File: config.mk
export PLATFORM = sky130hd
export DESIGN_NAME = gpr_wb_arbiter
export DESIGN_NICKNAME = d
export VERILOG_FILES = /design/src/rtl/gpr_wb_arbiter_pkg.sv /design/src/rtl/gpr_wb_arbiter_rr.sv /design/src/rtl/gpr_wb_arbiter.sv
export SDC_FILE = /design/constraint.sdc
export NUM_CORES = 1
export LEC_CHECK = 0
export ABC_AREA = 1
export BUFFER_PORTS_ARGS = -buffer_cell sky130_fd_sc_hd__buf_4
export CAP_MARGIN = 20
export CORE_UTILIZATION = 50
export DETAILED_ROUTE_END_ITERATION = 7
export GPL_TIMING_DRIVEN = 0
export PLACE_DENSITY_LB_ADDON = 0.08
export SLEW_MARGIN = 0
export SYNTH_ARGS = -nofsm -noshare
export SYNTH_HDL_FRONTEND = slang
export SYNTH_SLANG_ARGS = --single-unit
File: constraint.sdc
create_clock -name clk -period 3.5 [get_ports clk]
set_input_delay 0.35 -clock clk [delete_from_list [all_inputs] [get_ports clk]]
set_output_delay 0.35 -clock clk [all_outputs]
set_load 0.03 [all_outputs]
File: src/rtl/gpr_wb_arbiter_pkg.sv
`default_nettype none
// ============================================================================
// Module   : gpr_pkg
// Brief    : Shared constants and helpers for the GPR writeback arbiter slice.
// Revision : 1.0 - initial release
// ============================================================================
package gpr_pkg;

  localparam int REG_ADDR_W = 5;
  localparam int NUM_REGS   = 32;
  localparam logic [63:0] ZERO_WORD = 64'd0;

  // Writeback source indices on the arbiter request vector
  localparam int SRC_ALU = 0;
  localparam int SRC_LSU = 1;
  localparam int SRC_CSR = 2;

  // One-hot decode of a register index; index 0 never maps to a bit so that
  // x0 can never become pending.
  function automatic logic [NUM_REGS-1:0] reg_onehot(input logic [REG_ADDR_W-1:0] addr);
    logic [NUM_REGS-1:0] v;
    v = '0;
    if (addr != '0) v[addr] = 1'b1;
    return v;
  endfunction

endpackage
`default_nettype wire

File: src/rtl/gpr_wb_arbiter_rr.sv
`default_nettype none
// ============================================================================
// Module   : rr_arbiter
// Brief    : Combinational round-robin picker. Returns the first requester at
//            or after ptr (mod N) as one-hot grant plus its index.
// Revision : 1.0 - initial release
// ============================================================================
module rr_arbiter #(
  parameter int N  = 3,
  parameter int IW = (N > 1) ? $clog2(N) : 1
) (
  input  logic [N-1:0]  req,
  input  logic [IW-1:0] ptr,
  output logic [N-1:0]  grant,
  output logic [IW-1:0] grant_idx,
  output logic          any_grant
);

  logic [IW:0] w_sum;
  logic [IW-1:0] w_idx;

  // Scan N candidates starting at ptr with wraparound; first hit wins
  always_comb begin
    grant     = '0;
    grant_idx = '0;
    any_grant = 1'b0;
    w_sum     = '0;
    w_idx     = '0;
    for (int k = 0; k < N; k++) begin
      // ptr < N and k < N, so one conditional subtract implements mod N
      w_sum = {1'b0, ptr} + (IW+1)'(k);
      if (w_sum >= (IW+1)'(N)) w_sum = w_sum - (IW+1)'(N);
      w_idx = w_sum[IW-1:0];
      if (!any_grant && req[w_idx]) begin
        grant[w_idx] = 1'b1;
        grant_idx    = w_idx;
        any_grant    = 1'b1;
      end
    end
  end

endmodule
`default_nettype wire

File: src/rtl/gpr_wb_arbiter.sv
`default_nettype none
// ============================================================================
// Module   : gpr_wb_arbiter
// Brief    : Round-robin sharing of the single GPR write port among N_SRC
//            writeback sources, registered write port, and a per-register
//            pending-write scoreboard for RAW stall detection.
// Revision : 1.0 - initial release
// ============================================================================
module gpr_wb_arbiter
  import gpr_pkg::*;
#(
  parameter int DATA_WIDTH = 64,
  parameter int N_SRC      = 3
) (
  input  logic                          clk,
  input  logic                          rst,
  input  logic [N_SRC-1:0]              req_valid,
  output logic [N_SRC-1:0]              req_ready,
  input  logic [N_SRC*REG_ADDR_W-1:0]   req_addr,
  input  logic [N_SRC*DATA_WIDTH-1:0]   req_data,
  output logic                          gpr_wen,
  output logic [REG_ADDR_W-1:0]         gpr_waddr,
  output logic [DATA_WIDTH-1:0]         gpr_wdata,
  input  logic                          alloc_en,
  input  logic [REG_ADDR_W-1:0]         alloc_addr,
  input  logic [REG_ADDR_W-1:0]         q_addr1,
  input  logic [REG_ADDR_W-1:0]         q_addr2,
  output logic                          busy1,
  output logic                          busy2,
  input  logic                          flush,
  output logic                          alloc_err
);

  localparam int PW = (N_SRC > 1) ? $clog2(N_SRC) : 1;

  logic [PW-1:0]         r_rr_ptr;
  logic [NUM_REGS-1:0]   r_busy;

  logic [N_SRC-1:0]      w_req;
  logic [N_SRC-1:0]      w_grant;
  logic [PW-1:0]         w_gidx;
  logic                  w_any;
  logic [REG_ADDR_W-1:0] w_sel_addr;
  logic [DATA_WIDTH-1:0] w_sel_data;
  logic [NUM_REGS-1:0]   w_set;
  logic [NUM_REGS-1:0]   w_clr;
  logic [NUM_REGS-1:0]   w_busy_nxt;
  logic                  w_alloc_err;

  // Nothing is granted while reset is held, so no source sees a handshake
  assign w_req     = req_valid & {N_SRC{rst}};
  assign req_ready = w_grant;

  rr_arbiter #(
    .N  (N_SRC),
    .IW (PW)
  ) u_rr (
    .req       (w_req),
    .ptr       (r_rr_ptr),
    .grant     (w_grant),
    .grant_idx (w_gidx),
    .any_grant (w_any)
  );

  // Select the granted source's address and data from the packed buses
  always_comb begin
    w_sel_addr = '0;
    w_sel_data = '0;
    for (int i = 0; i < N_SRC; i++) begin
      if (w_grant[i]) begin
        w_sel_addr = req_addr[i*REG_ADDR_W +: REG_ADDR_W];
        w_sel_data = req_data[i*DATA_WIDTH +: DATA_WIDTH];
      end
    end
  end

  // Register the winning write; x0 writes are accepted but never enabled
  always_ff @(posedge clk or negedge rst) begin
    if (!rst) begin
      gpr_wen   <= 1'b0;
      gpr_waddr <= '0;
      gpr_wdata <= DATA_WIDTH'(ZERO_WORD);
      r_rr_ptr  <= '0;
    end else begin
      gpr_wen <= w_any && (w_sel_addr != '0);
      if (w_any && (w_sel_addr != '0)) begin
        gpr_waddr <= w_sel_addr;
        gpr_wdata <= w_sel_data;
      end
      if (w_any) begin
        r_rr_ptr <= (w_gidx == PW'(N_SRC-1)) ? '0 : w_gidx + 1'b1;
      end
    end
  end

  // Scoreboard next state: commit clears, alloc sets and beats any clear/flush
  always_comb begin
    w_set       = alloc_en ? reg_onehot(alloc_addr) : '0;
    w_clr       = gpr_wen  ? reg_onehot(gpr_waddr)  : '0;
    w_busy_nxt  = flush ? w_set : ((r_busy & ~w_clr) | w_set);
    w_busy_nxt[0] = 1'b0;
    // A bit that is about to be cleared (commit or flush) is a legal re-alloc
    w_alloc_err = alloc_en && (alloc_addr != '0) && r_busy[alloc_addr]
                  && !w_clr[alloc_addr] && !flush;
  end

  // Scoreboard state and alloc error pulse
  always_ff @(posedge clk or negedge rst) begin
    if (!rst) begin
      r_busy    <= '0;
      alloc_err <= 1'b0;
    end else begin
      r_busy    <= w_busy_nxt;
      alloc_err <= w_alloc_err;
    end
  end

  assign busy1 = r_busy[q_addr1];
  assign busy2 = r_busy[q_addr2];

endmodule
`default_nettype wire

==> flow_summary.ini <==
[logic_synthesis]
yosysSeqAreaShare_pct = 34.3
yosysTopAreaCell = dfrtp_1
synth_top_cells_by_area = dfrtp_1 34%, nand2_1 12%, nand3_1 11%
async_flop_share_pct = 100
avgSynthCellArea_um2 = 7.04
synth_enable_flop_cells = 0
netlist_area_um2 = 7580
post-synth-top-count-cell = nand2_1
netlist-cell-type-count = 37
yosys_register_bits = 104
synthDominantCellAreaShare_pct = 34.3
yosys-top-cells-count = 249 x nand2_1, 161 x nand3_1, 132 x o21ai_0, 104 x dfrtp_1, 85 x a21oi_1
postSynthCellCount = 1077
synth_fp_nets = 1310
synth_ff_type = dfrtp_1
yosysWarningCount = 0

[sta]
timing_hold_violations_final = 0
rsz0062_at_grt = no
final.min_clock_period_ns = 3.17
worstMarginPinSlew_ns = 0.848
hold-worst-slack_ns = 0.0791
slew-limit-headroom_pct = 43.3
fin_skew_ns = 0.0101
period_utilisation_layout_pct = 90.6
drv_slew = 0
maxClockFrequency_ghz = 0.315
setup_viol = 0

[clocking]
cts.hold.buffers_added = 0
path_clk_slew_ns = 0.07
cts_tree = done
cts_buffers = 9
cts.htree.levels = 3
cts-root-buf = clkbuf_16
maximum_count_of_clock_buffers_along_a_single_path = 2
clock-sinks = 104
clk_latency_ns = 0.35
cells_resized_by_post_cts_repair = 0
setup_buffers_after_cts = 0

[setup_path]
crit_path_cell_trace = inv_1 -> ha_1 -> inv_2 -> nand2_1 -> nand3_1 -> nand2_2 -> nor2_2 -> nand3_1 -> nand2_4 -> inv_2 -> clkbuf_1 -> clkbuf_1 -> o21ai_0 -> o21bai_1 -> nand2_1
buffer_and_inverter_count_on_the_worst_path = 5
setup.worst_path.end = gpr_wdata[9]
crit_path_start = r_rr_ptr[0]
worstPathRequired_ns = 3.79
worst-setup-path-type = reg2reg
worst_r2r_endpoint = gpr_wdata[9]
r2r.worst_path.cells = 15
crit_slowest_cell = clkbuf_1
worstReg2RegStart = r_rr_ptr[0]
regToRegSetupSlack_ns = 0.33
path_max_fanout = 10
critical_path.endpoint_type = register
cp.depth = 15
worstSetupStartpointType = register
crit_arrival_ns = 3.46
timing.critical_path.max_delay_family = buffers and inverters
crit_path_max_incr_delay_ns = 0.51

[run]
max-cap-violations = 0

[final_layout]
layout.nets = 1621
instances_no_fill = 1577
final_cell_area_um2 = 10400
num_antenna_cells = 0
area_growth_from_synthesis_to_final_layout_pct = 36.6
fillers = 1317
share_of_layout_cells_above_drive_strength_1_pct = 29.0

[floorplanning]
number_of_top_level_design_ports = 305
core_area_um2 = 14600
std_cell_rows = 44
chipWidth_um = 125
die_h_um = 125
start_util_pct = 51.8
die_area_um2 = 15700

[place]
final_replace_weighted_congestion = 0.976
detailedPlacementHpwl_mm = 21.9
dpl_cell_area_um2 = 10100
dp_cells = 1561
io_buffers = 299

[run_status]
outcome = finished, violations left
violations = DRC

[routing]
detail_route.wirelength_mm = 28.6
drt-initial-drc-count = 713
antenna_violating_nets_post_route = 0
vias_per_cell = 5.86
vias = 9248
dr.pass1.iters = 8
post-route-drc-count = 31
final_routed_wire_length_divided_by_cell_count_um = 18.1

[global_routing]
grt_antenna_before_repair = 0
overflow = 0
first_global_vias = 8639
grt_util_all_layers_pct = 36.2
grt_max_degree = 59
first_pass_grt_wire_length_mm = 44.9

[hold_path]
holdCritPathClass = in2async
## registers in the layout, summed over array words and instances (netlist names)
name	cells
gpr_wdata	64
r_busy	31
gpr_waddr	5
r_rr_ptr	2
alloc_err	1
gpr_wen	1
## routing by layer
metal | wire length (um) | track usage (%) | vias to the layer above
met2 | 13000 | 56.9 | 525
met4 | 1360 | 17.7 | 0
met1 | 11400 | 47.2 | 4286
met3 | 2780 | 7.96 | 87
met5 | 0 | 0 | -
li1 | - | - | 4350
## cells by family after synthesis
| kind of cell | Yosys count | share of synthesized area, % |
|---|---|---|
| fa+ha+maj | 4 | 0.660 |
| flops | 104 | 34.3 |
| buf+inv | 135 | 8.80 |
| compound gates | 336 | 27.8 |
| simple gates | 498 | 28.5 |
## per-stage QoR
step	util (%)	setup slack, ns	TNS [ns]
3_5_place_dp	68.9	0.0903	0
3_3_place_gp	68.7	-0.395	-20.15
2_1_floorplan	-	1.02	0
5_1_grt	70.7	0.121	0
4_1_cts	70.7	0.374	0
6_report	70.7	0.329	0
## worst register-to-register path, delay by kind of cell (launching register included)
family          cells  cell delay [ns]
fa+ha+maj           1             0.41
flops               1             0.39
buf+inv             5             1.20
compound gates      2             0.41
simple gates        7             0.69
## cell usage in the layout, fill, tap and decap left out, types with 4 or more instances in the layout
| cell | n |
|---|---|
| buf_2 | 26 |
| clkbuf_1 | 30 |
| a22oi_1 | 7 |
| ha_1 | 4 |
| dfrtp_1 | 104 |
| nor2_1 | 57 |
| clkbuf_16 | 9 |
| inv_2 | 6 |
| nor3_1 | 10 |
| nand2_1 | 249 |
| a32o_1 | 9 |
| buf_4 | 301 |
| inv_1 | 53 |
| o211ai_1 | 7 |
| nand4_1 | 8 |
| nand3_1 | 161 |
| o31ai_1 | 9 |
| a21oi_1 | 85 |
| o21ai_0 | 132 |
| o22ai_1 | 10 |
| o21bai_2 | 30 |
| o221ai_1 | 4 |
| o21bai_1 | 34 |
| buf_6 | 16 |
## cell type report
cell class | count | area (um2) | share of cell area (%)
multi-input combinational | 838 | 4310 | 41.6
timing repair buffer | 300 | 2270 | 21.9
clock buffer | 11 | 243 | 2.34
buffer | 73 | 434 | 4.19
sequential | 104 | 2600 | 25.1
clock inverter | 5 | 32.5 | 0.314
tap | 184 | 230 | 2.22
inverter | 62 | 233 | 2.25
## worst min path at each step
stage / to / slack [ns]
finish: r_busy[19] / 0.08
global route: r_busy[19] / 0.14
CTS: r_busy[19] / 0.10
detailed placement: r_busy[19] / 0.48
global placement: gpr_wdata[23] / 0.50
floorplan: alloc_err / 0.05
Power is not shown: default switching activity piles up to over one toggle a cycle in this logic, so the estimate is an artifact.
